File: src/rtl/vend_purchase_ctrl.sv
// Customer-side vending purchase controller: coin credit, multi-quantity
// selection check, dispense/stock/change handshakes and owner bank.
module vend_purchase_ctrl #(
  parameter int N_ITEMS = 5,
  parameter int CNT_W   = 4,
  parameter int PRICE_W = 4,
  parameter int MONEY_W = 8,
  parameter int BANK_W  = 12,
  localparam int IDX_W  = (N_ITEMS > 1) ? $clog2(N_ITEMS) : 1
) (
  input  logic                       clk,
  input  logic                       rst_n,
  input  logic [1:0]                 mode,
  input  logic                       coin_valid,
  input  logic [MONEY_W-1:0]         coin_value,
  input  logic                       sel_valid,
  input  logic [IDX_W-1:0]           sel_index,
  input  logic [CNT_W-1:0]           sel_qty,
  input  logic                       cancel,
  input  logic [N_ITEMS*CNT_W-1:0]   all_number,
  input  logic [N_ITEMS*PRICE_W-1:0] all_price,
  output logic [MONEY_W-1:0]         credit,
  output logic                       coin_reject,
  output logic                       busy,
  output logic                       dispense_valid,
  output logic [IDX_W-1:0]           dispense_index,
  output logic [CNT_W-1:0]           dispense_qty,
  output logic                       stock_we,
  output logic [IDX_W-1:0]           stock_index,
  output logic [CNT_W-1:0]           stock_new,
  output logic                       change_valid,
  output logic [MONEY_W-1:0]         change_amount,
  output logic [BANK_W-1:0]          saved_money,
  output logic                       error,
  output logic [1:0]                 err_code
);

  localparam int TOT_W = CNT_W + PRICE_W;
  localparam int CMP_W = (TOT_W > MONEY_W) ? TOT_W : MONEY_W;
  localparam int SUM_W = ((TOT_W > BANK_W) ? TOT_W : BANK_W) + 1;

  typedef enum logic [2:0] {
    IDLE, CHECK, DISPENSE, CHANGE, ERROR
  } state_t;

  state_t             state;
  logic [IDX_W-1:0]   idx_q;
  logic [CNT_W-1:0]   qty_q;

  logic [CNT_W-1:0]   stock_arr [N_ITEMS];
  logic [PRICE_W-1:0] price_arr [N_ITEMS];
  logic               idx_ok;
  logic [CNT_W-1:0]   stock;
  logic [PRICE_W-1:0] price;
  logic [TOT_W-1:0]   total;
  logic               short_credit;
  logic [MONEY_W:0]   coin_sum;
  logic [SUM_W-1:0]   bank_sum;
  logic [BANK_W-1:0]  bank_next;

  // Unpack the stock/price buses and price the latched selection
  always_comb begin
    for (int i = 0; i < N_ITEMS; i++) begin
      stock_arr[i] = all_number[i*CNT_W +: CNT_W];
      price_arr[i] = all_price[i*PRICE_W +: PRICE_W];
    end
    idx_ok       = 32'(idx_q) < N_ITEMS;
    stock        = idx_ok ? stock_arr[idx_q] : '0;
    price        = idx_ok ? price_arr[idx_q] : '0;
    total        = TOT_W'(qty_q) * TOT_W'(price);
    short_credit = CMP_W'(total) > CMP_W'(credit);
    coin_sum     = {1'b0, credit} + {1'b0, coin_value};
    bank_sum     = SUM_W'(saved_money) + SUM_W'(total);
    bank_next    = (bank_sum > SUM_W'({BANK_W{1'b1}}))
                 ? {BANK_W{1'b1}} : bank_sum[BANK_W-1:0];
  end

  assign busy = (state != IDLE);

  // Transaction FSM with registered pulses and datapath
  always_ff @(posedge clk or negedge rst_n) begin
    if (!rst_n) begin
      state          <= IDLE;
      idx_q          <= '0;
      qty_q          <= '0;
      credit         <= '0;
      coin_reject    <= 1'b0;
      dispense_valid <= 1'b0;
      dispense_index <= '0;
      dispense_qty   <= '0;
      stock_we       <= 1'b0;
      stock_index    <= '0;
      stock_new      <= '0;
      change_valid   <= 1'b0;
      change_amount  <= '0;
      saved_money    <= '0;
      error          <= 1'b0;
      err_code       <= 2'd0;
    end else begin
      coin_reject    <= 1'b0;
      dispense_valid <= 1'b0;
      stock_we       <= 1'b0;
      change_valid   <= 1'b0;
      error          <= 1'b0;
      unique case (state)
        IDLE: begin
          if (mode != 2'b00) begin
            coin_reject <= coin_valid;
          end else if (cancel) begin
            coin_reject <= coin_valid;
            if (credit != '0) begin
              state         <= CHANGE;
              change_valid  <= 1'b1;
              change_amount <= credit;
              credit        <= '0;
            end
          end else if (sel_valid) begin
            coin_reject <= coin_valid;
            idx_q       <= sel_index;
            qty_q       <= sel_qty;
            err_code    <= 2'd0;
            state       <= CHECK;
          end else if (coin_valid) begin
            if (coin_sum[MONEY_W]) coin_reject <= 1'b1;
            else credit <= coin_sum[MONEY_W-1:0];
          end
        end
        CHECK: begin
          coin_reject <= coin_valid;
          if (!idx_ok || qty_q == '0) begin
            state    <= ERROR;
            error    <= 1'b1;
            err_code <= 2'd3;
          end else if (stock < qty_q) begin
            state    <= ERROR;
            error    <= 1'b1;
            err_code <= 2'd1;
          end else if (short_credit) begin
            state    <= ERROR;
            error    <= 1'b1;
            err_code <= 2'd2;
          end else begin
            state          <= DISPENSE;
            dispense_valid <= 1'b1;
            dispense_index <= idx_q;
            dispense_qty   <= qty_q;
            stock_we       <= 1'b1;
            stock_index    <= idx_q;
            stock_new      <= stock - qty_q;
            credit         <= credit - MONEY_W'(total);
            saved_money    <= bank_next;
          end
        end
        DISPENSE: begin
          coin_reject <= coin_valid;
          if (credit != '0) begin
            state         <= CHANGE;
            change_valid  <= 1'b1;
            change_amount <= credit;
            credit        <= '0;
          end else begin
            state <= IDLE;
          end
        end
        CHANGE, ERROR: begin
          coin_reject <= coin_valid;
          state       <= IDLE;
        end
        default: state <= IDLE;
      endcase
    end
  end

endmodule

File: config.mk
export PLATFORM = sky130hd
export DESIGN_NAME = vend_purchase_ctrl
export DESIGN_NICKNAME = d
export VERILOG_FILES = /design/src/rtl/vend_purchase_ctrl.sv
export SDC_FILE = /design/constraint.sdc
export NUM_CORES = 1
export LEC_CHECK = 0
export CORE_MARGIN = 3
export CORE_UTILIZATION = 33
export CTS_BUF_LIST = sky130_fd_sc_hd__clkbuf_8
export DETAILED_ROUTE_END_ITERATION = 12
export GPL_TIMING_DRIVEN = 0
export PLACE_DENSITY = 0.65
export SLEW_MARGIN = 20
export SYNTH_ARGS = -nofsm -noshare
export SYNTH_HDL_FRONTEND = slang
export SYNTH_SLANG_ARGS = --single-unit
export TNS_END_PERCENT = 5
File: constraint.sdc
create_clock -name clk -period 6.7 [get_ports clk]
set_input_delay 1.005 -clock clk [delete_from_list [all_inputs] [get_ports clk]]
set_output_delay 1.005 -clock clk [all_outputs]
set_load 0.02 [all_outputs]
Word-level counts from Yosys, hierarchy flattened

Cells that the tools add are included.

Bits in registers: 55
Input port bits: 62
Output and inout port bits: 50
Logic and storage cells: 121

Add/subtract/negate cells: 4
Multipliers: 1
Magnitude comparators: 5
Equality and inequality tests: 17
Multiplexer cells: 57
Bitwise logic cells: 6
Reduce and logical (&&, ||, !) cells: 17

Operators with widths:

| kind                   | number |
|---|---|
| $mux W8                | 12 |
| $bmux W4 S3            | 2 |
| $mux W4                | 6 |
| $pmux W8 S3            | 1 |
| $mux W3                | 7 |
| $mux W1                | 16 |
| $pmux W8 S2            | 1 |
| $ne A3 B3 Y1 const B   | 5 |
| $mux W2                | 7 |
| $ne A2 B2 Y1 const B   | 7 |
| $add A12 B8 Y13        | 1 |
| $gt A13 B12 Y1 const B | 1 |
| $mux W12               | 1 |
| $add A8 B8 Y9          | 1 |
| $pmux W3 S3            | 1 |
| $gt A8 B8 Y1           | 1 |
| $mul A4 B4 Y8          | 1 |
| $reduce_and A4 Y1      | 2 |
| $reduce_and A8 Y1      | 1 |
| $reduce_bool A8 Y1     | 1 |
| $sub A8 B8 Y8          | 1 |
| $eq A3 B2 Y1 const B   | 2 |
| $reduce_and A3 Y1      | 2 |
| $reduce_bool A2 Y1     | 3 |
| other kinds (18)       | 24 |

Logic depth before layout (Yosys ltp)

Word-level depth: 11
Gate-level depth with buffers: 24
Gate-level depth less buffers: 22

Worst setup path after synthesis

No wires, ideal clock.

Kind: in2reg
Start point: in all_price[13]
End point: reg saved_money[11]
Data arrival time: 5.453 ns
Data required time: 6.572 ns
Slack: 1.120 ns
Stages: 20
Cell sequence: mux4_2 > a22oi_1 > nand2b_1 > fa_1 > inv_1 > fa_1 > ha_1 > a21o_1 > a21oi_1 > o21bai_1 > a21oi_1 > xnor2_1 > inv_1 > ha_1 > a21boi_1 > o32ai_2 > or3_1 > buf_2 > a211oi_1 > mux2_1

Cells in the longest elaborated chain, start to end: 8
Elaborated cells between the ends (all ways): 11
Those cells by class: add/sub: 1; mul: 1; order compare: 2; mux: 5; bitwise: 1; reduce/logical: 1

Ends and longest elaborated chain:

| element                                                | line   | source |
|---|---|---|
| from (decl)                                            | 21     | `input logic [N_ITEMS*PRICE_W-1:0] all_price,` |
| $bmux W4 S3 *                                          | 69     | `price = idx_ok ? price_arr[idx_q] : '0;` |
| $mux W4 (implied by the code) * (2 in series)          | 69     |  |
| $mux W4 *                                              | 69     |  |
| $mul A4 B4 Y8 *                                        | 70     | `total = TOT_W'(qty_q) * TOT_W'(price);` |
| $add A12 B8 Y13 / $gt A8 B8 Y1 (equally long branches) | 73, 71 |  |
| $gt A13 B12 Y1 / $not A1 Y1 (equally long branches)    | --     |  |
| $mux W12 / $reduce_and A4 Y1 (equally long branches)   | --     |  |
| to (signal assigned)                                   | 151    | `saved_money <= bank_next;` |
| to (decl)                                              | 33     | `output logic [BANK_W-1:0] saved_money,` |

Every way passes the cells marked *; elsewhere a longest branch is shown, timed or not. The select of a mux whose other input is x is not followed.
A chain may end at the register's enable or synchronous reset.

Final worst setup path

Start point: in all_price[13]
End point: reg saved_money[9]

The elaborated chain is that of the path after synthesis.

==> run metrics <==
first-pass GRT wire length roughly 18 mm; initial core utilization about 35%; arrival time of data at the critical path endpoint about 6.4 ns; fraction of the cycle the final worst path needs 91.8%; highest metal layer used by the detailed router met4; crit-path max cell delay roughly 0.48 ns; total stage count of the critical path 21; CP required approximately 6.9 ns; total number of H-tree levels 2; number of sinks on the clock net 55; max capacitance violation total 0; clock transition at the registers of the reported paths roughly 0.1 ns; nets around 670; Max Fclk ~160 MHz; clock period minus worst slack 6.15 ns; worst reg2reg startpoint idx_q[0]; Max Slew Vio Count 0; dpl hpwl ~9 mm; number of global-route vias before repair 3749; total CTS buffers 5; number of placed instances with taps included approximately 720; largest net degree at the start of global routing 55; number of filler instances in the final layout between 1000 and 1500; category of the worst setup path capture point flip-flop; cells after synthesis 435; remaining number of nets flagged by the antenna check after routing 0; Final Setup Violations 0; y dimension of the die between 100 and 150 µm; final antenna diode count 0; Critical Path Start Type input pin; Yosys top cell area share between 30% and 40%; count of state elements after synthesis 55; class of the tightest hold or removal check in2async; clock insertion delay at the later pin of the skew report approximately 0.32 ns; number of remaining DRC errors 0; routed wire length on met3 between 700 and 800 µm; Post-synth top flop dfrtp_1; crit path max-delay cell type mux4_2; distinct cell type count of the synthesized netlist between 60 and 70; Reg2Reg Depth 21; violation count after the first detailed-route iteration 160; net count after synthesis 547; share of the yosys chip area belonging to registers between 30% and 40%; # IOs roughly 110; cell type with the highest aggregate area in the netlist dfrtp_1; critical path peak fanout 8; CP Launch Point all_price[13]; mean instance size in the synthesized netlist slightly below 10 µm²; Reg-to-Reg End saved_money[9]; top cells by area in the synthesized netlist dfrtp_1, ha_1, fa_1, mux4_2, o21ai_0; total of buffers placed on input and output ports 111; Synthesis Warnings 0; critical setup path kind in2reg; core area 12300 µm²; total standard cell area after synthesis about 4300 µm²; fraction of registers with async set or reset after synthesis 100%; die width approximately 120 µm; clock buffer depth 2; number of buffers inserted by post-CTS setup repair 0; cell area after layout between 5000 and 6000 µm²; leakage power of the design 0.00256 µW; unrepaired setup endpoints after global routing no; number of hold buffers added after CTS 0; slack of the worst reg-to-reg path 0.65 ns; run status complete, no violations; power per unit of standard cell area 564 nW/µm²; Max IR drop VDD 0.000231 V; number of antenna violations at the first check in global routing 0; CTS Root Buffer Type clkbuf_8; kind of cell adding the most delay to the critical path compound AO/OA/AOI/OAI gates; RD Place Congestion 0.830; setup clock skew after layout between 0.008 and 0.009 ns; Syn-to-layout area delta 33.4%; worst hold slack across all endpoints ~0.46 ns; vias after detailed routing ~3600; number of synthesized flops with an enable pin 0; Util after Layout a little under half; pin slew with the least headroom to its limit 0.766 ns; share of final-layout standard cells stronger than drive strength 1 roughly a tenth; standard cell area after detailed placement 5600 µm²; Metal-1 WL between 4 and 5 mm; total overflow reported by the global router 0; termination of the worst setup path saved_money[9]; area of the die ~14000 µm²; DRT Pass-1 Iters 4; GRT Util Overall approximately 16%; routed wire length around 11 mm; wire per inst approximately 15 µm; Core Rows 40; DR vias/cell ~5.0; number of cells in the finished layout apart from fillers slightly above 700; post-cts sizing count 0; metal2 WL around 5.3 mm; cells along the critical path clkdlybuf4s50_1 > mux4_2 > a22oi_1 > nand2b_1 > fa_1 > inv_1 > fa_1 > ha_1 > a21o_1 > a21oi_1 > o21bai_1 > a21oi_1 > xnor2_1 > inv_1 > ha_1 > a21boi_1 > o32ai_2 > or3_1 > buf_2 > a211oi_1 > mux2_1; final-report hold violation count 0; final-layout setup total negative slack 0 ns; Relative slew margins between 40% and 50%; TritonCTS clock tree built; Worst Path Buf+Inv 4
## how the worst min path moves through the flow
stage | from | end | slack [ns] | cells past startpoint
2_1_floorplan | qty_q[3] | qty_q[3] | 0.50 | 1
3_3_place_gp | dispense_qty[0] | dispense_qty[0] | 0.47 | 2
3_5_place_dp | dispense_qty[0] | dispense_qty[0] | 0.47 | 2
4_1_cts | rst_n | change_valid | 0.45 | 1
5_1_grt | rst_n | change_valid | 0.44 | 1
6_report | rst_n | change_valid | 0.46 | 1
## logic make-up after synthesis
group | share of synthesized area (%)
compound gates | 19.0
mux | 10.7
xor+xnor | 3.91
buf+inv | 5.47
flops | 32.3
simple gates | 12.5
fa+ha+maj | 16.1
## synthesized netlist by cell type, types with 3 or more instances
library cell,count
a211oi_1,6
a21o_1,8
a21oi_1,20
a22o_1,3
a22oi_1,5
a31oi_1,5
buf_2,6
buf_4,5
clkbuf_1,3
dfrtp_1,55
fa_1,8
ha_1,42
inv_1,35
mux2_2,13
mux2_4,6
mux2i_1,4
mux4_2,7
nand2_1,38
nand2b_1,6
nand3_1,5
nor2_1,31
nor2b_1,7
nor3_1,3
o211ai_1,3
o21a_1,8
o21ai_0,30
o21bai_1,3
o22ai_1,5
o31a_1,5
or3_1,6
or4_1,3
xnor2_1,7
xor2_1,12
## metrics by stage
step | power [µW] | setup slack (ns)
finish | 3200 | 0.548
global route | 3530 | 0.0912
CTS | 3240 | 0.405
detailed placement | 3030 | 0.171
global placement | 2970 | 0.282
floorplan | 2360 | 1.12
## placed cells by master, fill, tap and decap left out, drive strengths merged, types with 2 or more instances in the layout
cell and instances:
mux2i 4, a22oi 5, o31a 5, nor2 31, fa 8, clkbuf 8
clkdlybuf4s50 110, a22o 3, buf 16, nor3b 2, o211ai 3, nand2b 6
or3 6, o41ai 2, mux2 21, o21bai 3, nor2b 8, a31oi 5
inv 36, ha 42, xnor2 7, a211oi 6, a21o 8, mux4 7
o22ai 6, xor2 12, nand2 38, a21boi 2, o21ai 31, or4 3
nand3 5, nor3 4, dfrtp 55, a21oi 20, o21a 8, o32ai 2
## flip-flops by register name (all words and copies together) (netlist names), 2 cells and up
name / cells
change_amount: 8
stock_index: 3
dispense_qty: 4
credit: 8
saved_money: 12
idx_q: 3
qty_q: 4
state: 3
stock_new: 4
err_code: 2
## power by group
part / total [µW] / switching, µW / leakage [µW] / internal, µW
sequential: 597 / 128 / 0.000706 / 469
combinational: 2430 / 1270 / 0.00181 / 1160
clock: 178 / 110 / 0.0000413 / 68.7
## layer usage
| layer | vias to the layer above | GRT usage (%) |
|---|---|---|
| met5 | - | 0 |
| met4 | 0 | 2.86 |
| met3 | 7 | 3.86 |
| met2 | 95 | 27.5 |
| met1 | 1726 | 19.5 |
| li1 | 1792 | - |
## worst reg2reg max path: stages, from the launching register on
cell      delay, ns
dfrtp_1        0.43
buf_1          0.50
mux4_2         0.58
a22oi_1        0.31
nand2b_1       0.18
fa_1           0.41
inv_1          0.09
fa_1           0.42
ha_1           0.31
a21o_1         0.18
a21oi_1        0.23
o21bai_1       0.09
a21oi_1        0.18
xnor2_1        0.23
inv_1          0.08
ha_1           0.31
a21boi_1       0.19
o32ai_2        0.10
or3_1          0.35
buf_2          0.19
a211oi_1       0.24
mux2_1         0.34
## cell type report
cell class | count | area [µm²] | share of cell area, %
Timing Repair Buffer | 112 | 1140 | 20.0
Buffer | 17 | 97.6 | 1.72
Tap cell | 168 | 210 | 3.70
Inverter | 36 | 135 | 2.38
Sequential cell | 55 | 1380 | 24.2
Clock inverter | 1 | 3.75 | 0.0661
Clock buffer | 5 | 68.8 | 1.21
Multi-Input combinational cell | 327 | 2650 | 46.7
Power figures use the tool's default switching activity.
